===== src/rtl/mem_port_arbiter.sv =====
// mem_port_arbiter
//
// Shares one single-port, byte-writeable, synchronous-read 16-bit data memory
// between master 0 (CPU data port) and master 1 (loader / debug / DMA).
// Master 0 has fixed priority. Either master can hold the bus across several
// transactions with its lock input. Read data is routed back to the master
// that issued the read, one cycle after acceptance.
//
// Optional feature: define MEM_ARB_STARVE_GUARD_EN to add a wait counter for
// master 1. When master 1 has waited MAX_WAIT cycles it overrides master 0,
// including breaking a master-0 lock.
//
// Parameters
//   MAX_WAIT        cycles master 1 may wait before the guard forces its grant (1..255)
// Ports
//   clk, rst        clock, synchronous active-high reset
//   mX_req          transaction request
//   mX_lock         keep ownership after this transaction
//   mX_addr         byte address
//   mX_wdata        write data
//   mX_oe           read request
//   mX_we           byte write enables ([1] -> mem_we1, [0] -> mem_we0)
//   mX_gnt          transaction accepted this cycle (combinational)
//   mX_rvalid       read data valid on mX_rdata
//   mX_rdata        read data (0 when mX_rvalid is low)
//   mem_addr/din    memory address / write data
//   mem_dout        memory read data, valid one cycle after mem_oe
//   mem_oe/we0/we1  memory controls

module mem_port_arbiter #(
    parameter int unsigned MAX_WAIT = 8
) (
    input  logic        clk,
    input  logic        rst,

    input  logic        m0_req,
    input  logic        m0_lock,
    input  logic [15:0] m0_addr,
    input  logic [15:0] m0_wdata,
    input  logic        m0_oe,
    input  logic [1:0]  m0_we,
    output logic        m0_gnt,
    output logic        m0_rvalid,
    output logic [15:0] m0_rdata,

    input  logic        m1_req,
    input  logic        m1_lock,
    input  logic [15:0] m1_addr,
    input  logic [15:0] m1_wdata,
    input  logic        m1_oe,
    input  logic [1:0]  m1_we,
    output logic        m1_gnt,
    output logic        m1_rvalid,
    output logic [15:0] m1_rdata,

    output logic [15:0] mem_addr,
    output logic [15:0] mem_din,
    input  logic [15:0] mem_dout,
    output logic        mem_oe,
    output logic        mem_we0,
    output logic        mem_we1
);

    if (MAX_WAIT < 1 || MAX_WAIT > 255) begin : g_bad_max_wait
        $error("mem_port_arbiter: MAX_WAIT must be in 1..255");
    end

    typedef enum logic [1:0] {
        StIdle,
        StOwn0,
        StOwn1
    } state_e;

    state_e state_q, state_d;
    logic   guard_sat;
    logic   rvalid_q;
    logic   rsel_q;   // 0: outstanding read belongs to master 0, 1: master 1

    // ------------------------------------------------------------------
    // Starvation guard for master 1
    // ------------------------------------------------------------------
`ifdef MEM_ARB_STARVE_GUARD_EN
    logic [7:0] wait1_q, wait1_d;

    always_comb begin
        wait1_d = 8'd0;
        if (m1_req && !m1_gnt) begin
            wait1_d = (wait1_q == 8'(MAX_WAIT)) ? wait1_q : wait1_q + 8'd1;
        end
    end

    always_ff @(posedge clk) begin
        if (rst) begin
            wait1_q <= 8'd0;
        end else begin
            wait1_q <= wait1_d;
        end
    end

    // Only meaningful while master 1 is actually asking this cycle.
    assign guard_sat = m1_req && (wait1_q == 8'(MAX_WAIT));
`else
    assign guard_sat = 1'b0;
`endif

    // ------------------------------------------------------------------
    // Grant and lock state
    // ------------------------------------------------------------------
    always_comb begin
        m0_gnt  = 1'b0;
        m1_gnt  = 1'b0;
        state_d = state_q;
        if (!rst) begin
            unique case (state_q)
                StIdle: begin
                    if (guard_sat) begin
                        m1_gnt = 1'b1;
                    end else if (m0_req) begin
                        m0_gnt = 1'b1;
                    end else if (m1_req) begin
                        m1_gnt = 1'b1;
                    end
                    if (m0_gnt && m0_lock) begin
                        state_d = StOwn0;
                    end else if (m1_gnt && m1_lock) begin
                        state_d = StOwn1;
                    end
                end
                StOwn0: begin
                    // A saturated guard breaks master 0's lock outright.
                    if (guard_sat) begin
                        m1_gnt  = 1'b1;
                        state_d = m1_lock ? StOwn1 : StIdle;
                    end else begin
                        m0_gnt = m0_req;
                        if (!m0_lock) begin
                            state_d = StIdle;
                        end
                    end
                end
                StOwn1: begin
                    m1_gnt = m1_req;
                    if (!m1_lock) begin
                        state_d = StIdle;
                    end
                end
                default: state_d = StIdle;
            endcase
        end
    end

    always_ff @(posedge clk) begin
        if (rst) begin
            state_q <= StIdle;
        end else begin
            state_q <= state_d;
        end
    end

    // ------------------------------------------------------------------
    // Memory drive: mirror the granted master, zeros when nobody is granted
    // ------------------------------------------------------------------
    always_comb begin
        mem_addr = 16'h0000;
        mem_din  = 16'h0000;
        mem_oe   = 1'b0;
        mem_we0  = 1'b0;
        mem_we1  = 1'b0;
        if (m0_gnt) begin
            mem_addr = m0_addr;
            mem_din  = m0_wdata;
            mem_oe   = m0_oe && (m0_we == 2'b00);   // read+write: write wins
            mem_we0  = m0_we[0];
            mem_we1  = m0_we[1];
        end else if (m1_gnt) begin
            mem_addr = m1_addr;
            mem_din  = m1_wdata;
            mem_oe   = m1_oe && (m1_we == 2'b00);
            mem_we0  = m1_we[0];
            mem_we1  = m1_we[1];
        end
    end

    // ------------------------------------------------------------------
    // Read return routing
    // ------------------------------------------------------------------
    always_ff @(posedge clk) begin
        if (rst) begin
            rvalid_q <= 1'b0;
            rsel_q   <= 1'b0;
        end else begin
            rvalid_q <= mem_oe;
            rsel_q   <= m1_gnt;
        end
    end

    // Masking with rst drops a read that was accepted just before reset.
    assign m0_rvalid = rvalid_q && !rsel_q && !rst;
    assign m1_rvalid = rvalid_q &&  rsel_q && !rst;
    assign m0_rdata  = m0_rvalid ? mem_dout : 16'h0000;
    assign m1_rdata  = m1_rvalid ? mem_dout : 16'h0000;

endmodule


===== config.mk =====
export PLATFORM = sky130hd
export DESIGN_NAME = mem_port_arbiter
export DESIGN_NICKNAME = d
export VERILOG_FILES = /design/src/rtl/mem_port_arbiter.sv
export SDC_FILE = /design/constraint.sdc
export NUM_CORES = 1
export LEC_CHECK = 0
export CAP_MARGIN = 25
export CORE_ASPECT_RATIO = 1.2
export CORE_MARGIN = 2
export CORE_UTILIZATION = 20
export DETAILED_ROUTE_END_ITERATION = 7
export HOLD_SLACK_MARGIN = 0.08
export PLACE_DENSITY = 0.95
export SLEW_MARGIN = 20
export SYNTH_ARGS = -nofsm -noshare
export SYNTH_HDL_FRONTEND = slang
export SYNTH_SLANG_ARGS = --single-unit

===== constraint.sdc =====
create_clock -name clk -period 2.35 [get_ports clk]
set_input_delay 0.3525 -clock clk [delete_from_list [all_inputs] [get_ports clk]]
set_output_delay 0.3525 -clock clk [all_outputs]
set_load 0.05 [all_outputs]

Word level (Yosys, flattened, before mapping)
Index checks and enable logic that the tools add are counted.
Widths: inputs -> output; s select.
Word-level totals
  logic and storage cells: 50
  bits of input ports: 92
  bits in registers: 4
  output and inout bits: 71
Cells by class
  eq/ne operators: 5
  mux-type cells: 28
  reduce and logical (&&, ||, !) cells: 14
Operator list (number)
  $mux 16: 6
  $mux 1: 15
  $logic_and 1x1->1: 8
  $mux 2: 4
  $logic_not 2->1: 3
  $pmux 2 s3: 1
  $ne 2x2->1 const B: 2
  $pmux 1 s2: 2
  $ne 3x3->1 const B: 1
  $reduce_and 3->1: 1
  $eq 2x1->1 const B: 1
  $eq 2x2->1 const B: 1
  $logic_not 1->1: 2

Depth between registers and ports, before layout
  depth after elaboration: 8
  depth in mapped cells: 5
  depth with buffers taken out: 3

Worst setup path after synthesis
No wires, ideal clock.
  path kind: in2out
  from: input m0_req
  to: output mem_addr[10]
  slack: 437 ps
  path buffers: 1
  data arrival time: 1561 ps
  data required time: 1997 ps
  stages on the path: 4
  cells stage by stage: inv_1 > nor3_4 > buf_2 > a22o_1
RTL lines
  from (decl): line 36  | input logic m0_req,
  $mux 1: line 118  | end else if (m0_req) begin
  $mux 1: line 114  | unique case (state_q)
  $mux 1: line 113  | if (!rst) begin
  $pmux 1 s2 (*): line 114
  $mux 1 (*): line 113
  net m0_gnt: line 42  | output logic m0_gnt,
  $mux 16 (*): line 169  | if (m0_gnt) begin
  to (decl): line 56  | output logic [15:0] mem_addr,
The timed path passes the listed nets; every way through them passes the cells marked *. The select of a mux whose other input is x is not followed.

Worst setup path after layout
  from: input rst
  to: output mem_oe
Between the ends
  longest elaborated chain between the ends: 3
Ends and longest elaborated chain
  from (decl): line 34  | input logic rst,
  $mux 1: line 113
  $mux 1: line 175  | end else if (m1_gnt) begin
  $mux 1 (*): line 169
  to (decl): line 59  | output logic mem_oe,
Every way passes the cells marked *; elsewhere a longest branch is shown, timed or not.

==> impl_summary.log <==
[metrics] clock slew seen by the registers of the worst setup and hold paths: about 0.030 ns
[metrics] count of nets after finishing: 350
[metrics] Hold/Removal Path Class: flip-flop to flip-flop
[metrics] number of iterations in the first detailed-routing pass: 4
[metrics] detailed-route via count: approximately 1500
[metrics] number of input and output port buffers inserted: 162
[metrics] global-route wire length before repair: about 7600 um
[metrics] Slew @ Worst Pin: around 0.32 ns
[metrics] detailed-route wire length per cell: between 15 and 20 um
[metrics] ratio of routed vias to standard cells: ~4.8
[metrics] Min Hold Slack: around 0.54 ns
[metrics] clock tree sinks: 4
[metrics] Synthesized Nets: around 190
[metrics] outcome: finished, final reports clean
[metrics] maximum operating frequency: 439 MHz
[metrics] worst setup slack after layout: 0.0736 ns
[metrics] worst-case vdd ir drop: about 0.27 mV
[metrics] hold-critical path depth: 2
[metrics] placed cell count: roughly 300
[metrics] clock latency of the later-clocked register in the worst-skew pair: ~0.22 ns
[metrics] area of the die: 4380 um^2
[metrics] leading cell type in the layout, fill and taps excluded: sky130_fd_sc_hd__clkdlybuf4s50_1
[metrics] H-tree depth reported by CTS: 1
[metrics] area growth from synthesis to layout: 313%
[metrics] overflow left after global routing: 0
[metrics] share of layout cells above drive strength 1: between 30% and 40%
[metrics] crit-path max FO: 25
[metrics] netlist area before placement: between 700 and 800 um^2
[metrics] reg-to-reg startpoint: state_q[1]
[metrics] Starting DRT DRC Count: 65
[metrics] Worst EP required: around 2 ns
[metrics] non-filler cells, final: 308
[metrics] arrival time at the worst endpoint: 1.92 ns
[metrics] total of max-cap violations: 0
[metrics] largest net degree at the start of global routing: 26
[metrics] setup_tns: 0 ns
[metrics] setup violators final: 0
[metrics] Max Clock Skew: about 0.0043 ns
[metrics] critical path launch point type: input pin
[metrics] number of antenna violations at the first check in global routing: 0
[metrics] hold path endpoint: state_q[0]
[metrics] height of the die: around 72 um
[metrics] post-route ant nets: 0
[metrics] total of warnings raised by yosys: 0
[metrics] worst reg2reg path endpoint: rvalid_q
[metrics] final worst path period share: between 90% and 100%
[metrics] count of distinct cell types in the synthesized netlist: 18
[metrics] DPL Wire Length: between 4000 and 5000 um
[metrics] Reg2Reg Depth: 3
[metrics] leakage: approximately 1.3 nW
[metrics] Setup Buffers After CTS: 0
[metrics] TritonCTS Buffers: 3
[metrics] final weighted congestion of routability-driven global placement: approximately 0.72
[metrics] Final Slew Violations: 0
[metrics] pre-CTS setup slack: around 0.046 ns
[metrics] final worst path period need: between 2 and 2.5 ns
[metrics] r2r setup slk: between 1 and 1.5 ns
[metrics] mean instance size in the synthesized netlist: slightly above 8 um^2
[metrics] DR DRC count: 0
[metrics] number of global-route vias before repair: 1570
[metrics] worst setup path class: input pin to primary output
[metrics] I/O pin total: approximately 160
[metrics] library cell used as clock root buffer: sky130_fd_sc_hd__clkbuf_8
[metrics] Min-Delay Startpoint: state_q[0]
[metrics] Gate Count Post-Synth: 96
[metrics] final number of hold-violating endpoints: 0
[metrics] endpoint type of the worst setup path: primary output
[metrics] setup repair after global routing missed its margin: no
[metrics] number of buffers on the longest clock path: 2
[metrics] diode insertion count for antenna repair: 0
[metrics] pwr/cell area: 253 nW/um^2
[metrics] Slew Limit Headroom: between 70% and 80%
[metrics] CTS Hold Buffers Added: 0
[metrics] routed wire length: 5150 um
[metrics] GRT Resource Usage Total: 23.0%
[metrics] initial core utilization: between 20% and 30%
[metrics] part of the Yosys area used for sequential elements: approximately a tenth
[metrics] clock tree from TritonCTS: done
[metrics] commonest non-fill, non-tap cells in the layout: 91 x sky130_fd_sc_hd__clkdlybuf4s50_1, 72 x sky130_fd_sc_hd__buf_12, 34 x sky130_fd_sc_hd__a22o_1
[metrics] Core ar.: about 3700 um^2
[metrics] number of cell rows: 24
[metrics] Total Power: between 0.8 and 0.9 mW
[metrics] #FFs+latches synth: 4
[metrics] die span in x: between 60 and 70 um
## final cells by class
class / instances / area, um^2
Clock buffer: 3 / 41.3
Fill cell: 160 / 468
Inverter: 1 / 3.75
Multi-Input combinational cell: 81 / 619
Sequential cell: 4 / 80.1
Tap cell: 52 / 65.1
Timing Repair Buffer: 167 / 2390
## cell usage after synthesis, drive strengths merged
master  number  share of area (%)
a21oi        1               0.65
nor3b        2                2.6
nor2         4                2.3
nor4b        1                1.1
and2        32                 26
nand2        1               0.48
inv          1               0.48
nor3         1                2.1
o211a        2                2.6
a32o         2                2.6
and3b        1                1.1
buf         10                9.2
dfxtp        4                 10
a22o        34                 39
## metal layers
metal	vias to the layer above	track usage, %	share of wire [%]
met5	-	0	0
li1	688	-	-
met4	0	9.90	3.1
met2	114	43.2	55
met3	12	7.13	12
met1	660	22.0	30
## cells by family (layout without fill, tap and decap cells)
group	count (synthesis)	in the layout	share of synthesized area [%]
compound gates	39	39	44.3
flops	4	4	10.4
buf+inv	11	171	9.71
simple gates	42	42	35.6
## critical path, cell delays in order
cell and delay, ns:
sky130_fd_sc_hd__clkdlybuf4s50_1 0.54, sky130_fd_sc_hd__nor2_2 0.19, sky130_fd_sc_hd__o211a_1 0.22, sky130_fd_sc_hd__buf_6 0.23, sky130_fd_sc_hd__a32o_1 0.24, sky130_fd_sc_hd__buf_12 0.16
## worst max-delay path by stage
stage | startpoint | to | slack, ns | cells after the start
after floorplan | m0_req | mem_addr[10] | 0.44 | 4
after global placement | rst | m1_rdata[8] | 0.12 | 4
after detailed placement | rst | mem_oe | 0.05 | 6
after CTS | rst | m1_rdata[3] | 0.06 | 4
after global routing | rst | mem_oe | 0.004 | 6
final | rst | mem_oe | 0.07 | 6
## metrics by stage
step                area, um^2  utilization, %
floorplan                  773               -
global placement          3150            86.0
detailed placement        3150            86.0
CTS                       3190            87.2
global route              3200            87.2
finish                    3200            87.2
## flip-flops by register name, summed over array words and instances (netlist names)
signal	count
rsel_q	1
rvalid_q	1
state_q	2
## power breakdown
part           leakage, nW  internal, mW  switching [mW]  total, mW
clock network       0.0216         0.109          0.0338      0.143
logic                 1.26         0.330           0.261      0.592
registers           0.0327        0.0711         0.00241     0.0735
## repair_timing
| action | in CTS | in global routing |
|---|---|---|
| hold endpoints to repair | 0 | 0 |
| setup endpoints to repair | 1 | 16 |
| gates resized for setup | 1 | 1 |
Power figures use the tool's default switching activity.
